**src/rtl/output_stream_gen.sv**
```systemverilog
// Paced valid/ready beat generator: emits cfg_count beats with cfg_period
// idle cycles before each one, and reports busy/done status.
module output_stream_gen #(
  parameter int IDX_W    = 32,
  parameter int PERIOD_W = 8
) (
  input  logic                clk,
  input  logic                rst,
  input  logic                en,
  input  logic                start,
  input  logic [PERIOD_W-1:0] cfg_period,
  input  logic [IDX_W-1:0]    cfg_count,
  output logic                m_valid,
  input  logic                m_ready,
  output logic [IDX_W-1:0]    m_idx,
  output logic                m_last,
  output logic                busy,
  output logic                done
);

  // state  | meaning
  // IDLE   | no run since reset
  // GAP    | counting idle cycles before the next beat
  // VALID  | beat offered, waiting for m_ready
  // DONE   | run complete, outputs held until next start
  typedef enum logic [1:0] {S_IDLE, S_GAP, S_VALID, S_DONE} state_t;

  state_t              state;
  logic [PERIOD_W-1:0] period_r;
  logic [PERIOD_W-1:0] gap_cnt;
  logic [IDX_W-1:0]    count_r;

  logic [PERIOD_W:0]   gap_inc;
  logic                gap_hit;
  logic [IDX_W-1:0]    idx_next;
  logic [IDX_W-1:0]    last_idx;
  logic                on_last;

  // Gap ends on the edge where the counter would reach period_r, so the
  // beat appears exactly period_r cycles after the gap opened.
  assign gap_inc  = {1'b0, gap_cnt} + (PERIOD_W+1)'(1);
  assign gap_hit  = (gap_inc == {1'b0, period_r});
  assign idx_next = m_idx + IDX_W'(1);
  assign last_idx = count_r - IDX_W'(1);
  assign on_last  = (m_idx == last_idx);

  always_ff @(posedge clk) begin
    if (rst) begin
      state    <= S_IDLE;
      period_r <= '0;
      gap_cnt  <= '0;
      count_r  <= '0;
      m_valid  <= 1'b0;
      m_idx    <= '0;
      m_last   <= 1'b0;
      busy     <= 1'b0;
      done     <= 1'b0;
    end else begin
      case (state)
        S_IDLE, S_DONE: begin
          if (start) begin
            period_r <= cfg_period;
            count_r  <= cfg_count;
            m_idx    <= '0;
            gap_cnt  <= '0;
            if (cfg_count == '0) begin
              state <= S_DONE;
              busy  <= 1'b0;
              done  <= 1'b1;
            end else begin
              busy <= 1'b1;
              done <= 1'b0;
              // A zero gap offers the first beat right away.
              if (cfg_period == '0) begin
                state   <= S_VALID;
                m_valid <= 1'b1;
                m_last  <= (cfg_count == IDX_W'(1));
              end else begin
                state <= S_GAP;
              end
            end
          end
        end

        S_GAP: begin
          if (en) begin
            if (gap_hit) begin
              state   <= S_VALID;
              m_valid <= 1'b1;
              m_last  <= on_last;
            end else begin
              gap_cnt <= gap_inc[PERIOD_W-1:0];
            end
          end
        end

        S_VALID: begin
          if (m_ready) begin
            if (on_last) begin
              state   <= S_DONE;
              m_valid <= 1'b0;
              m_last  <= 1'b0;
              busy    <= 1'b0;
              done    <= 1'b1;
            end else begin
              m_idx   <= idx_next;
              gap_cnt <= '0;
              if (period_r == '0) begin
                m_last <= (idx_next == last_idx);
              end else begin
                state   <= S_GAP;
                m_valid <= 1'b0;
                m_last  <= 1'b0;
              end
            end
          end
        end

        default: state <= S_IDLE;
      endcase
    end
  end

endmodule

```
**config.mk**
```make
export PLATFORM = sky130hd
export DESIGN_NAME = output_stream_gen
export DESIGN_NICKNAME = d
export VERILOG_FILES = /design/src/rtl/output_stream_gen.sv
export SDC_FILE = /design/constraint.sdc
export NUM_CORES = 1
export LEC_CHECK = 0
export CORE_UTILIZATION = 50
export DETAILED_ROUTE_END_ITERATION = 10
export GPL_TIMING_DRIVEN = 0
export HOLD_SLACK_MARGIN = 0.06
export PLACE_DENSITY = 0.73
export RECOVER_POWER = 25
export SKIP_CTS_REPAIR_TIMING = 1
export SLEW_MARGIN = 25
export SYNTH_ARGS = -nofsm -noshare
export SYNTH_HDL_FRONTEND = slang
export SYNTH_SLANG_ARGS = --single-unit
```
**constraint.sdc**
```tcl
create_clock -name clk -period 6.25 [get_ports clk]
set_input_delay 0.625 -clock clk [delete_from_list [all_inputs] [get_ports clk]]
set_output_delay 0.625 -clock clk [all_outputs]
set_load 0.005 [all_outputs]
```
-- Yosys cells after proc, flatten, opt, wreduce, memory -nomap -nowiden
Cells that the tools add are included.
- $add $sub $neg: 3
- equality and inequality tests: 17
- multiplexer cells: 47
- reduce and logical (&&, ||, !) cells: 13
- operator list (kind ; number):
    32-bit 2-to-1 mux ; 3
    32-bit == test ; 2
    32-bit one-hot mux with 2 select lines ; 1
    8-bit 2-to-1 mux ; 5
    32-bit by 1-bit adder with 32-bit output (second input constant) ; 1
    32-bit by 1-bit == test with 1-bit output (second input constant) ; 1
    32-bit zero test ; 1
    32-bit by 1-bit subtractor with 32-bit output (second input constant) ; 1
    1-bit 2-to-1 mux ; 24
    8-bit one-hot mux with 3 select lines ; 1
    2-bit inequality test (second input constant) ; 9
    8-bit zero test ; 2
    2-bit 2-to-1 mux ; 8
    5-bit AND reduction ; 2
    8-bit by 1-bit adder with 9-bit output (second input constant) ; 1
    9-bit by 8-bit == test with 1-bit output ; 1
    4-bit AND reduction ; 2
    7-bit AND reduction ; 1
    1-bit one-hot mux with 3 select lines ; 2
    2-bit one-hot mux with 3 select lines ; 1
    6-bit AND reduction ; 1
    2-bit == test (second input constant) ; 2
    1-bit one-hot mux with 2 select lines ; 2
    3-bit inequality test (second input constant) ; 1
    5 further kinds ; 5
- register bits after elaboration: 86
- bits of input ports: 45
- output and inout bits: 36
- logic and storage cells: 89

-- Longest topological paths before layout
- word-level depth: 6
- mapped depth: 17

-- Worst setup path after synthesis
OpenSTA, ideal clock, no wires.
- kind: reg-to-reg
- from: register count_r[0]
- to: register gap_cnt[1]
- library setup time: 117 ps
- arrival: 3960 ps
- data required time: 6133 ps
- path slack: 2172 ps
- cell stages (with the launch flop): 16
- path buffers: 4
- clock period less this slack: 4078 ps
- cells stage by stage: dfxtp_1 > clkbuf_1 > inv_1 > ha_1 > buf_2 > or4b_2 > or4_1 > buf_2 > or4b_1 > a2111oi_0 > and4_1 > nand4_2 > nor3b_1 > and2_1 > buf_6 > a32o_1
- word-level cells in the longest chain between the ends: 4
- ends and longest elaborated chain (item ; RTL line ; source):
    start: declaration ; 31 ; logic [IDX_W-1:0] count_r;
    start signal: assignment ; 63 ; count_r <= cfg_count;
    32-bit by 1-bit subtractor with 32-bit output ; 44 ; assign last_idx = count_r - IDX_W'(1);
    32-bit == test ; 45 ; assign on_last = (m_idx == last_idx);
    2-bit inequality test (no line) ; n/a ;
    5-bit AND reduction (no line) ; n/a ;
    end signal: assignment ; 92 ; gap_cnt <= gap_inc[PERIOD_W-1:0];
    end: declaration ; 30 ; logic [PERIOD_W-1:0] gap_cnt;
No other way between the ends.
A chain may end at the register's enable or synchronous reset.

-- Final worst setup path
- from: register count_r[0]
- to: register m_idx[11]
- word-level cells in the longest chain between the ends: 4
- ends and longest elaborated chain (item ; RTL line ; source):
    32-bit by 1-bit subtractor with 32-bit output ; 44 ;
    32-bit == test ; 45 ;
    2-bit inequality test (no line) ; n/a ;
    4-bit AND reduction (no line) ; n/a ;
    end signal: assignment ; 106 ; m_idx <= idx_next;
    end: declaration ; 15 ; output logic [IDX_W-1:0] m_idx,
No other way between the ends.

==> flow_summary.toml <==
[floorplanning]
dieWidth_um = 113
fp.dieH_um = 113
fp.coreArea_sq_um = 12100
die_area_sq_um = 12900
row_count = 40
initial_utilization_pct = 51.5
ioPinCount = 81

[synthesis]
synthArstFlopShare_pct = 0
synthTopCellsByArea = "dfxtp_1 28%, xnor2_1 9.7%, nand2_1 8.3%"
syn_inst = 834
seq_area_frac_synth_pct = 27.7
synth_most_common_cell = "nand2_1"
ys_warn_count = 0
yosysTopAreaCellShare_pct = 27.7
yosysUniqueCellTypes = 66
syn_area_sq_um = 6210
synth-seq-cells = 86
synthFlopType = "dfxtp_1"
synthesis.nets = 884
synth_edf_count = 0
syn_avg_cell_area_sq_um = 7.45
synthTopCellsByCount = "137 x nand2_1, 86 x dfxtp_1, 69 x xnor2_1, 65 x a21oi_1"
synth_area_leader_cell = "dfxtp_1"

[routing]
ant_nets = 0
vias = 6642
via_per_inst = 6.05
wirelength_um = 20100
drc = 0
dr.first_iter.drc_count = 575
drt_pass1_iterations = 5
wl_per_cell_um = 18.3

[finish]
nFillCells = 1124
drive_gt1_share_pct = 5.70
design_area_sq_um = 7530
n_antenna_cell = 0
finalNetCount = 975
final_cells = 1098
area_growth_pct = 21.1

[setup_path]
worstPathMaxFanout = 10
rr_startpoint = "count_r[0]$_SDFFE_PP0P_"
critPathCaptureType = "flip-flop"
cp-start-kind = "flip-flop"
startpoint = "count_r[0]$_SDFFE_PP0P_"
path_class = "reg -> reg"
required_ps = 6540
arrival_ps = 5220

[clocking]
insertion_delay_ps = 360
path_clk_slew_ps = 70
cts.htree.levels = 3
cts_tree = "yes"
clockBufferDepth = 2
cts-root-buf = "clkbuf_16"
numCtsBuffers = 9
clock_sinks = 86

[sta]
worst_slew_pin_slew_ps = 916
setup_slack_ps = 1320
max_freq_mhz = 203
relSlewSlack_pct = 38.3
setup_viol_count_final = 0
hold_viol = 0
finalSetupTns_ps = 0
min_period_ps = 4930
fin_crit_sh_pct = 78.9
fin_worst_skew_ps = 12.9
grt_setup_unrepaired = "no"
fin_hold_ws_ps = 494
slew_viol_final = 0

[grt]
antenna_found_initial = 0
gr-total-overflow = 0
track_usage_pct = 32.1
grt_pass1_vias = 6263
grt_max_degree = 18
grt_pass1_wl_um = 32200

[worst_hold_path]
hp-start = "count_r[31]$_SDFFE_PP0P_"
hold_path_class = "reg -> reg"

[placement]
place_hpwl_um = 15900
place_inst = 1082
place.gp.congestion = 0.938
place_area_sq_um = 7220
dpl_worst_slack_ps = 1450
port_buffers = 80

[power]
leakagePower_nw = 2.79
powerDensity_nw_per_um2 = 361
ir_drop_mv = 0.218

[outcome]
status = "finished clean"

[job]
cap_violations = 0
[flip-flops by register name, summed over array words and instances, names as in the netlist]
register  cells
busy          1
count_r      32
done          1
gap_cnt       8
m_idx        32
m_last        1
m_valid       1
period_r      8
state         2
[worst max-delay path, cell delays in order, from the launching register on]
cell and delay (ps):
dfxtp_1 300, clkbuf_1 220, inv_1 110, ha_1 130
buf_2 210, or4b_2 690, or4_1 490, buf_2 190
nor4_1 330, xnor2_1 260, nor4bb_1 150, and4_1 240
buf_4 160, nor4_4 600, buf_6 250, buf_2 240
nand4_1 110, mux2i_1 140
[cell usage in the layout, fill, tap and decap left out, types with 17 or more instances in the layout]
cell             netlist  final
dfxtp_1               86     86
inv_1                 17     17
a21oi_1               65     65
xnor2_1               69     69
and3_1                17     17
nand3_1               43     43
nor2_1                43     43
clkdlybuf4s50_1        0     51
dlygate4sd3_1          0     29
nor3_1                30     30
nand4_1               23     23
clkbuf_1              40     40
nor4_1                32     30
xor2_1                27     27
nand2_1              137    137
[layer usage]
metal	global-route usage [%]	up-vias	wire, um
li1	-	3196	-
met5	0	-	0
met3	3.35	58	938
met2	54.4	253	9470
met4	16.0	0	816
met1	40.6	3135	8880
[report_power, final]
part / switching (mW) / leakage, nW / internal [mW]
Clock: 0.266 / 0.140 / 0.280
Combinational: 0.898 / 1.95 / 0.574
Sequential: 0.0785 / 0.700 / 0.620
[through the flow]
| stage | utilization, % | power, mW |
|---|---|---|
| global placement | 59.9 | 2.12 |
| finish | 62.4 | 2.72 |
| floorplan | - | 1.77 |
| CTS | 62.3 | 2.69 |
| global route | 62.4 | 2.88 |
| detailed placement | 59.9 | 2.15 |
[area by class of cell]
cell class	count	area [sq um]	share of cell area [%]
clock inverter	7	65.1	0.865
buffer	64	292	3.87
timing repair buffer	80	801	10.6
clock buffer	9	225	2.99
tap	168	210	2.79
sequential	86	1720	22.9
multi-input combinational	665	4140	55.0
inverter	19	71.3	0.948
[worst paths after layout]
check                                                 to  slack [ps]  cells past startpoint
worst max-delay path              m_idx[11]$_SDFFE_PP0P_        1320                     17
worst max register to register    m_idx[11]$_SDFFE_PP0P_        1320                     17
worst min-delay path            count_r[31]$_SDFFE_PP0P_         490                      2
worst min register to register  count_r[31]$_SDFFE_PP0P_         490                      2
[cells by family after synthesis]
logic type / after synthesis / synth area share, %
and+or+nand+nor: 395 / 32.8
AOI/OAI and AO/OA: 153 / 16.5
xor gates and xnor gates: 96 / 13.5
DFF: 86 / 27.7
buffers and inverters: 83 / 5.84
muxes: 16 / 2.62
adders and majority gates: 5 / 1.01
No activity file was read; power rests on OpenSTA's default activity.
